**src/rtl/counter_loop_ctrl.sv**
```systemverilog
// counter_loop_ctrl: sequences one loop pass over an external up-counter with load.
// Loads a start index, then does one step_req/step_ack handshake per counter value,
// advancing the counter between steps, and finishes after the step at the all-ones value.
module counter_loop_ctrl #(
    parameter int unsigned CNT_W = 3
) (
    input  logic             clk,
    input  logic             reset,
    input  logic             start,
    input  logic             abort,
    input  logic [CNT_W-1:0] init_val,
    input  logic             carry,
    input  logic             step_ack,
    output logic             ld,
    output logic             inc,
    output logic [CNT_W-1:0] cnt_data,
    output logic             step_req,
    output logic             busy,
    output logic             done
);

    typedef enum logic [2:0] {
        IDLE,
        LOAD,
        REQ,
        ADV,
        DONE
    } state_t;

    state_t           state;
    state_t           state_nxt;
    logic [CNT_W-1:0] init_q;

    // Next-state selection; abort outranks step_ack in the active states
    always_comb begin
        state_nxt = state;
        unique case (state)
            IDLE: if (start) state_nxt = LOAD;
            LOAD: state_nxt = abort ? IDLE : REQ;
            REQ: begin
                if (abort)         state_nxt = IDLE;
                else if (step_ack) state_nxt = carry ? DONE : ADV;
            end
            ADV:  state_nxt = abort ? IDLE : REQ;
            DONE: state_nxt = IDLE;
            default: state_nxt = IDLE;
        endcase
    end

    // State, latched init and outputs; outputs are decoded from the next state so
    // they register alongside it and always reflect the current state
    always_ff @(posedge clk or negedge reset) begin
        if (!reset) begin
            state    <= IDLE;
            init_q   <= '0;
            ld       <= 1'b0;
            inc      <= 1'b0;
            step_req <= 1'b0;
            busy     <= 1'b0;
            done     <= 1'b0;
        end else begin
            state <= state_nxt;
            if (state == IDLE && start) init_q <= init_val;
            ld       <= (state_nxt == LOAD);
            inc      <= (state_nxt == ADV);
            step_req <= (state_nxt == REQ);
            busy     <= (state_nxt == LOAD) || (state_nxt == REQ) || (state_nxt == ADV);
            done     <= (state_nxt == DONE);
        end
    end

    assign cnt_data = init_q;

endmodule

```
**config.mk**
```make
export PLATFORM = sky130hd
export DESIGN_NAME = counter_loop_ctrl
export DESIGN_NICKNAME = d
export VERILOG_FILES = /design/src/rtl/counter_loop_ctrl.sv
export SDC_FILE = /design/constraint.sdc
export NUM_CORES = 1
export LEC_CHECK = 0
export BUFFER_PORTS_ARGS = -buffer_cell sky130_fd_sc_hd__buf_2
export CAP_MARGIN = 10
export CORE_AREA = 2 2 39 41
export CTS_BUF_LIST = sky130_fd_sc_hd__clkbuf_16
export CTS_CLUSTER_DIAMETER = 50
export CTS_CLUSTER_SIZE = 25
export DETAILED_ROUTE_END_ITERATION = 7
export DIE_AREA = 0 0 41 43
export PLACE_DENSITY = 0.59
export SETUP_SLACK_MARGIN = 0.15
export SLEW_MARGIN = 30
export SYNTH_ARGS = -nofsm -noshare
export SYNTH_HDL_FRONTEND = slang
export SYNTH_SLANG_ARGS = --single-unit
```
**constraint.sdc**
```tcl
create_clock -name clk -period 1.9 [get_ports clk]
set_clock_uncertainty 0.2 [all_clocks]
set_input_delay 0.285 -clock clk [delete_from_list [all_inputs] [get_ports clk]]
set_output_delay 0.285 -clock clk [all_outputs]
set_load 0.02 [all_outputs]
```
Word-level counts from Yosys, hierarchy flattened:

Index checks and enable logic that the tools add are counted.

* register bits: 11
* bits in latches: 0
* RAM bits: 0
* ROM bits: 0
* input port bits: 9
* output and inout port bits: 8
* memories: 0

* add/sub/neg operators: 0
* multipliers: 0
* div/mod/pow operators: 0
* magnitude comparators: 0
* eq/ne operators: 7
* shift operators: 0
* muxes and demuxes: 6
* bitwise operators: 0
* reductions and logical operators: 5

Operators with widths (number)
* $eq 3x2->1 const B: 4
* $mux 3: 4
* $pmux 3 s3: 1
* $eq 3x1->1 const B: 2
* $eq 3x3->1 const B: 1
* $logic_not 3->1: 1
* $logic_or 1x1->1: 2
* $mux 2: 1
* $reduce_or 2->1: 1
* $logic_and 1x1->1: 1

Longest topological paths before layout:

Gate-level depths: netlist of run 1.

* depth after elaboration: 7
* gate-level depth with buffers: 5
* depth with buffers taken out: 4

Worst setup path before layout of run 1:

OpenSTA, ideal clock, no wires.

* path type: flip-flop to flip-flop
* start: reg state[1]
* end: reg init_q[0], in the netlist cnt_data[0]
* data arrival time: 1132 ps
* data required time: 1584 ps
* slack: 451 ps
* stages on the path, launching flop included: 5
* path through: dfrtp_1 or4b_1 buf_2 nand2_1 nand2_1

* word-level cells in the longest chain between the ends: 2

RTL lines
* from (decl): line 30 `state_t state;`
* from (signal assigned): line 62 `state <= state_nxt;`
* $logic_not 3->1: line 63 `if (state == IDLE && start) init_q <= init_val;`
* $logic_and 1x1->1: line 63
* to (signal assigned): line 63
* to (decl): line 32 `logic [CNT_W-1:0] init_q;`

Every way passes these cells.
A chain may end at the register's enable or synchronous reset.

Worst setup path after layout of run 1:

* start: reg state[1]
* end: reg init_q[1], in the netlist cnt_data[1]

The elaborated chain is that of the path after synthesis.

==> summary.md, run 1 <==
| Metric | Value |
|---|---|
| Area inside the core boundary | 1380 um2 |
| Tightest Pin Transition | 241 ps |
| Layout cells sized above 1 | 0.351 |
| Worst path arrival time | 1500 ps |
| Nature of the critical path startpoint | flip-flop |
| Design Area, Final | 581 um2 |
| Most instantiated cells after synthesis | sky130_fd_sc_hd__dfrtp_1 (11), sky130_fd_sc_hd__nand2_1 (10), sky130_fd_sc_hd__nor2_1 (4) |
| Nets in the synthesized netlist | 46 |
| Largest stage delay on the critical path | 650 ps |
| Die X-Extent | 41 um |
| I/O pins | 17 |
| Global placer's final weighted congestion | 0.752 |
| Worst endpoint required time | 1870 ps |
| Leakage power total | 0.325 nW |
| Portion of total power attributed to the clock network | 0.485 |
| Worst-path maximum fanout | 6 |
| Final setup fails | 0 |
| Top cells by area, synth | sky130_fd_sc_hd__dfrtp_1 (69%), sky130_fd_sc_hd__nand2_1 (9.5%), sky130_fd_sc_hd__nor2_1 (3.8%) |
| Count of unique library cells instantiated by Yosys | 12 |
| Final Hold Vio Count | 0 |
| Tcrit/Tclk final | 0.805 |
| Synth Area per Inst | 10.7 um2 |
| Crit path max-delay cell type | sky130_fd_sc_hd__or4b_1 |
| Final critical delay including setup and external delays | 1530 ps |
| Number of placement rows | 14 |
| Switching Fraction | 0.239 |
| Number of global-route vias before repair | 294 |
| Max H-tree Level | 1 |
| Number of clock buffers inserted by TritonCTS | 3 |
| Result of the run | complete, no violations |
| Cell repeated most along the worst path | sky130_fd_sc_hd__nand2_1 |
| Per-cell routed wire length | 9.86 um |
| DP Area | 492 um2 |
| Clock root buffer | sky130_fd_sc_hd__clkbuf_16 |
| DRT antenna net count | 0 |
| Half-perimeter wire length of the detailed placement result | 531 um |
| Clock-pin slew on the worst setup and hold paths | 40 ps |
| Total number of clock tree sinks | 11 |
| Sum of negative setup slack | 0 ps |
| Net switching power figure | 183 uW |
| Pin count of the biggest net entering global routing | 12 |
| Slew HR | 0.839 |
| Layout area overhead | 46.4% |
| Proportion of netlist area held by the largest area contributor | 0.694 |
| Internal power | 583 uW |
| Pre-antenna DRT Iters | 4 |
| Leading register cell type out of synthesis | sky130_fd_sc_hd__dfrtp_1 |
| Final Max Tran Viols | 0 |
| Crit. End Element | flip-flop |
| Port-buffer cells | 16 |
| Mapped Area | 397 um2 |
| Number of gates given a new drive strength after cts | 0 |
| Area occupied by registers | 275 um2 |
| GRT Overall Usage | 0.107 |
| Global-route wire length before repair | 1.21 mm |
| RSZ-0062 raised after global routing | false |
| Full die area | 1760 um2 |
| Number of flip-flops and latches in the synthesized netlist | 11 |
| Most used standard cell by instance count after synthesis | sky130_fd_sc_hd__dfrtp_1 |
| Total gr overflow | 0 |
| Antenna diode instance count | 0 |
| Detailed router's first-iteration violation count | 6 |
| Asr flop ratio synth | 1.00 |
| Fill cell count | 145 |
| Sum of routed wire length over all layers | 720 um |
| Sequential cell area fraction in the yosys report | 0.694 |
| Max-capacitance violation count | 0 |
| Number of antenna violations at the first check in global routing | 0 |
| Number of synthesized flops with an enable pin | 0 |
| Final nets | 67 |
| Total number of yosys warnings | 0 |
| Path type of the worst min-delay path | input port to flip-flop |
| Clock Tree Buf Depth | 2 |
| Proportion of power drawn by combinational gates | 0.149 |
| Ratio of routed vias to standard cells | 4.36 |
| Core Util, Final | 0.420 |
| Areal power density over the cells | 1320 nW/um2 |
| Height of the chip | 43 um |
| Total via count after detailed routing | 318 |
| Cell type with the highest aggregate area in the netlist | sky130_fd_sc_hd__dfrtp_1 |
| Initial Utilization | 0.287 |
| Tightest hold margin | 38.9 ps |
| Worst-skew pair later-pin latency | 230 ps |
| Sequential share of power | 0.366 |
| Count of buffers added by post-CTS timing repair for setup | 0 |
| DRC viols | 0 |
| IR drop worst, VDD | 0.480 mV |
| Crit-path cells | or4b_1, clkinv_2, nand2_1, nand2_1 |
| TritonCTS clock tree | yes |
| Peak clock frequency supported by timing | 654 MHz |
| Total area of multi-input combinational cells | 104 um2 |
| Critical Setup Path Class | flip-flop to flip-flop |
| Gate count after technology mapping | 37 |
placed cells by master, fill, tap and decap left out:
cell,Yosys,final
sky130_fd_sc_hd__nor3_1,2,2
sky130_fd_sc_hd__or4b_1,1,1
sky130_fd_sc_hd__dlygate4sd3_1,0,1
sky130_fd_sc_hd__dfrtp_1,11,11
sky130_fd_sc_hd__inv_1,2,3
sky130_fd_sc_hd__nor2_1,4,4
sky130_fd_sc_hd__clkinv_2,1,1
sky130_fd_sc_hd__o21ai_0,1,1
sky130_fd_sc_hd__clkbuf_16,0,3
sky130_fd_sc_hd__o31ai_1,1,1
sky130_fd_sc_hd__a21oi_1,2,2
sky130_fd_sc_hd__nand2_1,10,10
sky130_fd_sc_hd__nand4b_1,1,1
sky130_fd_sc_hd__buf_2,1,16
worst paths after layout:
check	from	endpoint	slack (ps)	depth (start not counted)
max	state[1]$_DFF_PN0_	cnt_data[1]$_DFFE_PN0P_	370	4
min	init_val[0]	cnt_data[0]$_DFFE_PN0P_	40	3
max reg2reg	state[1]$_DFF_PN0_	cnt_data[1]$_DFFE_PN0P_	370	4
min reg2reg	cnt_data[0]$_DFFE_PN0P_	cnt_data[0]$_DFFE_PN0P_	270	2
max in group asynchronous	reset	ld$_DFF_PN0_	1060	2
min in group asynchronous	reset	busy$_DFF_PN0_	240	2
power by group through the flow:
stage	Sequential [mW]	Clock [mW]	Combinational, mW
final	0.281	0.371	0.114
after global routing	0.284	0.398	0.128
after detailed placement	0.284	0	0.115
after CTS	0.281	0.380	0.116
after floorplan	0.317	0	0.0362
after global placement	0.284	0	0.113
repair_timing:
action | CTS | global route
setup endpoints to repair | 0 | 0
hold endpoints to repair | 11 | 0
hold buffers | 1 | 0
metal layers:
metal / wire length (um) / up-vias / GRT usage
met4: 23 / 0 / 0.100
li1: - / 159 / -
met2: 307 / 15 / 0.144
met3: 64 / 4 / 0.0314
met5: 0 / - / 0
met1: 325 / 140 / 0.128
critical path, delay by kind of cell, from the launching register on:
family,cells,cell delay [ps]
DFF,1,390
and+or+nand+nor,3,760
buffers and inverters,1,110
through the flow:
stage          total power, mW  cells  setup slack [ps]
6_report                 0.766     73               371
3_5_place_dp             0.398     68               361
5_1_grt                  0.810     73               283
3_3_place_gp             0.397     68               403
4_1_cts                  0.777     73               352
2_1_floorplan            0.353     37               451
state kept, by name, indices dropped and copies added, names as in the netlist:
name	flops
busy	1
done	1
cnt_data	3
ld	1
inc	1
step_req	1
state	3
cell families after synthesis:
| family | synth area share |
|---|---|
| flip-flops | 0.694 |
| AND/OR/NAND/NOR | 0.205 |
| AO/OA/AOI/OAI | 0.0568 |
| buffers and inverters | 0.0441 |
cell type report:
cell class / instances / share of cell area
clock inverter: 1 / 0.00647
inverter: 3 / 0.0216
clock buffer: 3 / 0.129
timing repair buffer: 17 / 0.155
tap: 16 / 0.0345
multi-input combinational: 22 / 0.179
sequential: 11 / 0.474
Power figures use the tool's default switching activity.
==> inputs of run 2 (changes only) <==
--- a/config.mk
+++ b/config.mk
@@ -5,6 +5,7 @@
 export SDC_FILE = /design/constraint.sdc
 export NUM_CORES = 1
 export LEC_CHECK = 0
+export ABC_AREA = 1
 export BUFFER_PORTS_ARGS = -buffer_cell sky130_fd_sc_hd__buf_2
 export CAP_MARGIN = 10
 export CORE_AREA = 2 2 39 41
@@ -13,7 +14,7 @@
 export CTS_CLUSTER_SIZE = 25
 export DETAILED_ROUTE_END_ITERATION = 7
 export DIE_AREA = 0 0 41 43
-export PLACE_DENSITY = 0.59
+export PLACE_DENSITY = 0.69
 export SETUP_SLACK_MARGIN = 0.15
 export SLEW_MARGIN = 30
 export SYNTH_ARGS = -nofsm -noshare
==> constraint.sdc (replaced) <==
create_clock -name clk -period 1.4 [get_ports clk]
set_clock_uncertainty 0.2 [all_clocks]
set_input_delay 0.21 -clock clk [delete_from_list [all_inputs] [get_ports clk]]
set_output_delay 0.21 -clock clk [all_outputs]
set_load 0.02 [all_outputs]
==> summary.md, run 2 <==
| Metric | Value |
|---|---|
| Sum of negative setup slack | 0 ps (unchanged) |
| Worst-path maximum fanout | 2 (was 6) |
| Half-perimeter wire length of the detailed placement result | 640 um (was 531 um) |
| Number of global-route vias before repair | 321 (was 294) |
| Nets in the synthesized netlist | 59 (was 46) |
| Proportion of netlist area held by the largest area contributor | 0.564 (was 0.694) |
| Leading register cell type out of synthesis | sky130_fd_sc_hd__dfrtp_1 (unchanged) |
| Total gr overflow | 0 (unchanged) |
| Critical path capture point | cnt_data[1] (was cnt_data[1]$_DFFE_PN0P_) |
| Leakage power total | 0.394 nW (was 0.325 nW) |
| Dominant combinational cell family by area after synthesis | simple AND/OR/NAND/NOR gates (unchanged) |
| Most instantiated cells after synthesis | sky130_fd_sc_hd__nand2_1 (13), sky130_fd_sc_hd__dfrtp_1 (11), sky130_fd_sc_hd__nor2_1 (5) (was sky130_fd_sc_hd__dfrtp_1 (11), sky130_fd_sc_hd__nand2_1 (10), sky130_fd_sc_hd__nor2_1 (4)) |
| Area inside the core boundary | 1380 um2 (unchanged) |
| Mapped Area | 488 um2 (was 397 um2) |
| Total number of clock tree sinks | 11 (unchanged) |
| Global-route wire length before repair | 1.30 mm (was 1.21 mm) |
| RSZ-0062 raised after global routing | false (unchanged) |
| Count of unique library cells instantiated by Yosys | 13 (was 12) |
| Crit path max-delay cell type | sky130_fd_sc_hd__dfrtp_1 (was sky130_fd_sc_hd__or4b_1) |
| Multiplexer share of the synthesized area | 0 (unchanged) |
| Post-synthesis simple-gate area fraction | 0.346 (was 0.205) |
| Cell type with the highest aggregate area in the netlist | sky130_fd_sc_hd__dfrtp_1 (unchanged) |
| Sum of routed wire length over all layers | 812 um (was 720 um) |
| Global placer's final weighted congestion | 0.693 (was 0.752) |
| Number of synthesized flops with an enable pin | 0 (unchanged) |
| Final nets | 84 (was 67) |
| Number of antenna violations at the first check in global routing | 0 (unchanged) |
| Largest stage delay on the critical path | 370 ps (was 650 ps) |
| Clock root buffer | sky130_fd_sc_hd__clkbuf_16 (unchanged) |
| Adder and majority cell fraction of the synthesized area | 0 (unchanged) |
| Tightest Pin Transition | 235 ps (was 241 ps) |
| Clock-pin slew on the worst setup and hold paths | 40 ps (about the same) |
| Count of buffer and inverter cells on the critical path | 1 (unchanged) |
| Internal power | 829 uW (was 583 uW) |
| Slew HR | 0.843 (was 0.839) |
| Total power | 1.14 mW (was 766 uW) |
| DRC viols | 0 (unchanged) |
| Antenna diode instance count | 0 (unchanged) |
| Switching Fraction | 0.271 (was 0.239) |
| Pin count of the biggest net entering global routing | 12 (unchanged) |
| Number of clock buffers inserted by TritonCTS | 3 (unchanged) |
| Routed metal-1 wirelength | 390 um (was 325 um) |
| Height of the chip | 43 um (unchanged) |
| Sequential share of power | 0.344 (was 0.366) |
| Post-route worst setup slack | 221 ps (was 371 ps) |
| Start point of the critical path | cnt_data[1]$_DFFE_PN0P_ (was state[1]$_DFF_PN0_) |
| Full die area | 1760 um2 (unchanged) |
| Areal power density over the cells | 1610 nW/um2 (was 1320 nW/um2) |
| Tightest hold margin | 65.3 ps (was 38.9 ps) |
| I/O pins | 17 (unchanged) |
| Result of the run | complete, no violations (unchanged) |
| GRT Overall Usage | 0.116 (was 0.107) |
| Gate count after technology mapping | 50 (was 37) |
| Sequential cell area fraction in the yosys report | 0.564 (was 0.694) |
| Core Util, Final | 0.511 (was 0.420) |
| Final Hold Vio Count | 0 (unchanged) |
| Complex-gate fraction of the synthesized area | 0.0308 (was 0.0568) |
| Most used standard cell by instance count after synthesis | sky130_fd_sc_hd__nand2_1 (was sky130_fd_sc_hd__dfrtp_1) |
| TritonCTS clock tree | yes (unchanged) |
| Cell class contributing the biggest share of worst-path delay | flip-flops (was simple AND/OR/NAND/NOR gates) |
| Final setup fails | 0 (unchanged) |
| Total via count after detailed routing | 370 (was 318) |
| Layout cells sized above 1 | 0.446 (was 0.351) |
| Worst path arrival time | 770 ps (was 1500 ps) |
| Crit-path cells | buf_2 (was or4b_1, clkinv_2, nand2_1, nand2_1) |
| Final critical delay including setup and external delays | 1180 ps |
| Port-buffer cells | 16 (unchanged) |
| Ratio of routed vias to standard cells | 4.11 (was 4.36) |
| Reg2Reg Launch Point | state[2]$_DFF_PN0_ (was state[1]$_DFF_PN0_) |
| Worst R2R Setup Slack | 230 ps (was 370 ps) |
| Worst-skew pair later-pin latency | 230 ps (about the same) |
| Asr flop ratio synth | 1.00 (unchanged) |
| Max H-tree Level | 1 (unchanged) |
| Proportion of power drawn by combinational gates | 0.217 (was 0.149) |
| DRT antenna net count | 0 (unchanged) |
| Initial Utilization | 0.353 (was 0.287) |
| Length of routed met2 wiring | 380 um (was 307 um) |
| Worst-case setup slack after placement | 226 ps (was 361 ps) |
| Met3 routed wirelength | 41 um (was 64 um) |
| Nature of the critical path startpoint | flip-flop (unchanged) |
| Synth Area per Inst | 9.76 um2 (was 10.7 um2) |
| XOR/XNOR Fraction of Synth Area | 0 (unchanged) |
| Per-cell routed wire length | 9.02 um (was 9.86 um) |
| Number of placement rows | 14 (unchanged) |
| Net switching power figure | 308 uW (was 183 uW) |
| Clock Tree Buf Depth | 2 (unchanged) |
| Peak clock frequency supported by timing | 848 MHz |
| Number of gates given a new drive strength after cts | 0 (unchanged) |
| Worst endpoint required time | 990 ps (was 1870 ps) |
| Detailed router's first-iteration violation count | 8 (was 6) |
| Total number of yosys warnings | 0 (unchanged) |
| Number of flip-flops and latches in the synthesized netlist | 11 (unchanged) |
| Logic depth of the worst register-to-register path | 6 (was 4) |
| Max layer used | met3 (was met4) |
| Path type of the worst min-delay path | input port to flip-flop (unchanged) |
| Top library cells by usage in the layout, fill and taps aside | sky130_fd_sc_hd__buf_2 (16), sky130_fd_sc_hd__nand2_1 (13), sky130_fd_sc_hd__dfrtp_1 (11) (was sky130_fd_sc_hd__buf_2 (16), sky130_fd_sc_hd__dfrtp_1 (11), sky130_fd_sc_hd__nand2_1 (10)) |
| Final Max Tran Viols | 0 (unchanged) |
| Pre-antenna DRT Iters | 4 (unchanged) |
| IR drop worst, VDD | 0.630 mV (was 0.480 mV) |
| Most common cell after layout, fill and taps aside | sky130_fd_sc_hd__buf_2 (unchanged) |
| Top cells by area, synth | sky130_fd_sc_hd__dfrtp_1 (56%), sky130_fd_sc_hd__nand2_1 (10%), sky130_fd_sc_hd__nand2_2 (5.1%) (was sky130_fd_sc_hd__dfrtp_1 (69%), sky130_fd_sc_hd__nand2_1 (9.5%), sky130_fd_sc_hd__nor2_1 (3.8%)) |
| Portion of total power attributed to the clock network | 0.439 (was 0.485) |
| Critical register-to-register path endpoint | step_req$_DFF_PN0_ (was cnt_data[1]$_DFFE_PN0P_) |
| Layout area overhead | 44.9% (was 46.4%) |
| Crit. End Element | output port (was flip-flop) |
| Tcrit/Tclk final | 0.842 |
| Instance count on the critical path | 1 (was 4) |
| Critical Setup Path Class | flip-flop to output port (was flip-flop to flip-flop) |
| Max-capacitance violation count | 0 (unchanged) |
| Die X-Extent | 41 um (unchanged) |
## run 2: changes by cell type in the layout (fill, tap and decap cells not counted), sizes merged, moves of 2 or more
cell and change:
dlygate4sd3 +3, nand2 +9, inv +5, o21a +2, a21oi -2, nand3 +2, nor2 +5, nor3 -2
## run 2: kinds of logic (layout without fill, tap and decap cells)
family          after synthesis  count (layout)
simple gates                 30              30
compound gates                2               2
buf+inv                       7              31
flops                        11              11
## run 2: area by class of cell
cell class | count | area [um2]
tap | 16 | 20.0
clock buffer | 3 | 75.1
timing repair buffer | 20 | 120
fill | 127 | 677
clock inverter | 1 | 3.75
sequential | 11 | 275
inverter | 7 | 28.8
multi-input combinational | 32 | 184
## run 2: how the worst min path moves through the flow
| stage | start | endpoint | slack (ps) | cells past startpoint |
|---|---|---|---|---|
| floorplan | reset | busy$_DFF_PN0_ | -290 | 0 |
| global placement | reset | ld$_DFF_PN0_ | -110 | 1 |
| CTS | abort | inc$_DFF_PN0_ | 60 | 4 |
| detailed placement | reset | inc$_DFF_PN0_ | -100 | 1 |
| finish | abort | inc$_DFF_PN0_ | 70 | 4 |
| global route | start | ld$_DFF_PN0_ | 80 | 3 |
## run 2: what timing repair did
| action | in CTS | in global routing |
|---|---|---|
| setup buffers | 0 | 0 |
| endpoints found under the hold margin | 14 | 0 |
| hold buffers | 4 | 0 |
## run 2: power by group through the flow
stage	sequential (mW)	combinational, mW	clock [mW]
finish	0.392	0.247	0.499
global route	0.397	0.272	0.530
CTS	0.391	0.251	0.520
detailed placement	0.395	0.242	0
global placement	0.393	0.239	0
floorplan	0.446	0.113	0
## run 2: worst min-delay path: cells and delay by family
kind	cells	cell delay (ps)
buf+inv	2	140
simple gates	2	120
## run 2: metal layers
metal | vias to the layer above | global-route usage
met5 | - | 0
met4 | 0 | 0.140
met3 | 0 | 0.0157
met2 | 10 | 0.131
met1 | 164 | 0.161
li1 | 196 | -
## run 2: per-stage QoR
stage	std cells	cell area, um2
after floorplan	50	488
after global placement	82	588
after detailed placement	82	588
after CTS	90	707
after global routing	90	707
final	90	707
==> inputs of run 3 (changes only) <==
==> constraint.sdc (replaced) <==
create_clock -name clk -period 1.04 [get_ports clk]
set_clock_uncertainty 0.2 [all_clocks]
set_input_delay 0.156 -clock clk [delete_from_list [all_inputs] [get_ports clk]]
set_output_delay 0.156 -clock clk [all_outputs]
set_load 0.02 [all_outputs]
==> summary.md, run 3 (synthesized netlist as in run 2, its figures left out) <==
| Metric | Value |
|---|---|
| Result of the run | finished with violations (was complete, no violations) |
| Violations in the final reports | negative hold slack, negative setup slack |
| Sum of negative setup slack | -1370 ps (was 0 ps) |
| Worst-case setup slack after placement | -130 ps (was 226 ps) |
| Worst endpoint required time | 960 ps (was 990 ps) |
| Design Area, Final | 746 um2 (was 707 um2) |
| Pin count of the biggest net entering global routing | 12 (unchanged) |
| Path type of the worst min-delay path | input port to flip-flop (unchanged) |
| Clock root buffer | sky130_fd_sc_hd__clkbuf_16 (unchanged) |
| RSZ-0062 raised after global routing | true (was false) |
| Pre-antenna DRT Iters | 2 (was 4) |
| Crit path max-delay cell type | sky130_fd_sc_hd__dfrtp_1 (unchanged) |
| Max H-tree Level | 1 (unchanged) |
| Core Util, Final | 0.539 (was 0.511) |
| Cts-stage hold buffer count | 1 (was 4) |
| Antenna diode instance count | 0 (unchanged) |
| Total gr overflow | 0 (unchanged) |
| Cell class contributing the biggest share of worst-path delay | flip-flops (unchanged) |
| Number of antenna violations at the first check in global routing | 0 (unchanged) |
| Tcrit/Tclk final | 1.14 |
| Max-capacitance violation count | 0 (unchanged) |
| Tightest hold margin | -83.4 ps (was 65.3 ps) |
| Post-route worst setup slack | -150 ps (was 221 ps) |
| Total power | 1.64 mW (was 1.14 mW) |
| Peak clock frequency supported by timing | 841 MHz |
| Slew HR | 0.835 (was 0.843) |
| Count of buffer and inverter cells on the critical path | 2 (was 1) |
| Clock Tree Buf Depth | 2 (unchanged) |
| Most common cell after layout, fill and taps aside | sky130_fd_sc_hd__dfrtp_1 (was sky130_fd_sc_hd__buf_2) |
| Height of the chip | 43 um (unchanged) |
| Die X-Extent | 41 um (unchanged) |
| Final critical delay including setup and external delays | 1190 ps |
| GRT Overall Usage | 0.129 (was 0.116) |
| Switching Fraction | 0.277 (was 0.271) |
| IR drop worst, VDD | 1.50 mV (was 0.630 mV) |
| Crit-path cells | inv_2, nand2_4, nor2_8, inv_4, nand2_2, nor2_2 (was buf_2) |
| Placed Cells | 82 (unchanged) |
| Global-route wire length before repair | 1.42 mm (was 1.30 mm) |
| Layout cells sized above 1 | 0.528 (was 0.446) |
| Per-cell routed wire length | 10.7 um (was 9.02 um) |
| Area inside the core boundary | 1380 um2 (unchanged) |
| Critical Setup Path Class | flip-flop to flip-flop (was flip-flop to output port) |
| Areal power density over the cells | 2200 nW/um2 (was 1610 nW/um2) |
| Number of placement rows | 14 (unchanged) |
| Layout area overhead | 52.8% (was 44.9%) |
| Sum of routed wire length over all layers | 944 um (was 812 um) |
| DRT antenna net count | 0 (unchanged) |
| TritonCTS clock tree | yes (unchanged) |
| Tightest Pin Transition | 248 ps (was 235 ps) |
| Final nets | 82 (was 84) |
| Nature of the critical path startpoint | flip-flop (unchanged) |
| Logic depth of the worst register-to-register path | 6 (unchanged) |
| Ratio of routed vias to standard cells | 4.30 (was 4.11) |
| Reg2Reg Launch Point | state[2]$_DFF_PN0_ (unchanged) |
| Crit. End Element | flip-flop (was output port) |
| Number of global-route vias before repair | 353 (was 321) |
| Critical hold path startpoint | init_val[2] (was abort) |
| Final Max Tran Viols | 0 (unchanged) |
| I/O pins | 17 (unchanged) |
| Initial Utilization | 0.353 (unchanged) |
| Proportion of power drawn by combinational gates | 0.252 (was 0.217) |
| Critical register-to-register path endpoint | step_req$_DFF_PN0_ (unchanged) |
| Portion of total power attributed to the clock network | 0.418 (was 0.439) |
| Full die area | 1760 um2 (unchanged) |
| Internal power | 1.19 mW (was 829 uW) |
| Final cell count without fillers | 88 (was 90) |
| Largest stage delay on the critical path | 390 ps (was 370 ps) |
| DRC viols | 0 (unchanged) |
| Detailed router's first-iteration violation count | 1 (was 8) |
| Total number of clock tree sinks | 11 (unchanged) |
| Final Hold Vio Count | 3 (was 0) |
| Net switching power figure | 456 uW (was 308 uW) |
| Worst path arrival time | 1110 ps (was 770 ps) |
| Clock-pin slew on the worst setup and hold paths | 40 ps (about the same) |
| Depth of the worst hold-timing path | 3 (was 4) |
| Leakage power total | 0.398 nW (was 0.394 nW) |
| Top library cells by usage in the layout, fill and taps aside | sky130_fd_sc_hd__dfrtp_1 (11), sky130_fd_sc_hd__nand2_1 (10), sky130_fd_sc_hd__buf_6 (9) (was sky130_fd_sc_hd__buf_2 (16), sky130_fd_sc_hd__nand2_1 (13), sky130_fd_sc_hd__dfrtp_1 (11)) |
| Half-perimeter wire length of the detailed placement result | 634 um (was 640 um) |
| Sequential share of power | 0.330 (was 0.344) |
| Global placer's final weighted congestion | 0.705 (was 0.693) |
| Port-buffer cells | 16 (unchanged) |
| Worst-path maximum fanout | 6 (was 2) |
| Total via count after detailed routing | 378 (was 370) |
| DP Area | 591 um2 (was 588 um2) |
| Worst R2R Setup Slack | -150 ps (was 230 ps) |
| Final setup fails | 18 (was 0) |
| Worst-skew pair later-pin latency | 240 ps (was 230 ps) |
| Worst Hold Endpoint | cnt_data[2]$_DFFE_PN0P_ (was inc$_DFF_PN0_) |
| Number of clock buffers inserted by TritonCTS | 3 (unchanged) |
-- run 3: changes by cell type in the layout (fill, tap and decap cells not counted) --
cell                            before  now
sky130_fd_sc_hd__nand2_1            13   10
sky130_fd_sc_hd__dlygate4sd3_1       4    1
sky130_fd_sc_hd__inv_1               4    3
sky130_fd_sc_hd__buf_6               0    9
sky130_fd_sc_hd__buf_2              16    8
sky130_fd_sc_hd__nand2_2             4    7
sky130_fd_sc_hd__inv_2               3    4
-- run 3: metal layers --
layer  part of all wire  GRT usage  up-vias  wire [um]
met5                  0          0        -          0
met4             0.0074     0.0800        0          7
met3              0.049     0.0471        2         46
met2               0.53      0.194       11        502
met1               0.41      0.148      172        387
li1                   -          -      193          -
-- run 3: area by class of cell --
| cell class | instances | area (um2) |
|---|---|---|
| clock buffers | 3 | 75.1 |
| multi-input cells | 32 | 191 |
| fillers | 130 | 638 |
| inverters | 7 | 28.8 |
| clock inverters | 1 | 3.75 |
| repair buffers | 18 | 151 |
| well taps | 16 | 20.0 |
| flip-flops and latches | 11 | 275 |
-- run 3: how the worst max path moves through the flow --
stage	startpoint	to	slack, ps	cells after the start
final	state[2]$_DFF_PN0_	step_req$_DFF_PN0_	-150	6
after global routing	state[0]$_DFF_PN0_	cnt_data[2]$_DFFE_PN0P_	-200	6
after CTS	state[0]$_DFF_PN0_	step_req$_DFF_PN0_	-140	6
after detailed placement	state[0]$_DFF_PN0_	cnt_data[0]$_DFFE_PN0P_	-130	6
after global placement	state[0]$_DFF_PN0_	cnt_data[2]$_DFFE_PN0P_	-130	6
after floorplan	state[1]$_DFF_PN0_	cnt_data[0]$_DFFE_PN0P_	-60	6
-- run 3: worst register-to-register path, delay by kind of cell (launching register included) --
kind | cells | cell delay, ps
and+or+nand+nor | 4 | 320
buffers and inverters | 2 | 170
DFF | 1 | 390
-- run 3: timing repair --
action | in CTS | in global routing
setup buffers | 1 | 0
setup endpoints to repair | 19 | 19
endpoints found under the hold margin | 14 | 3
resized for setup | 16 | 3
pin swaps | 1 | 3
-- run 3: power groups by stage --
stage / combinational (mW) / clock, mW / sequential [mW]
global route: 0.445 / 0.718 / 0.551
global placement: 0.324 / 0 / 0.532
CTS: 0.408 / 0.701 / 0.544
detailed placement: 0.327 / 0 / 0.533
finish: 0.414 / 0.687 / 0.543
floorplan: 0.154 / 0 / 0.603
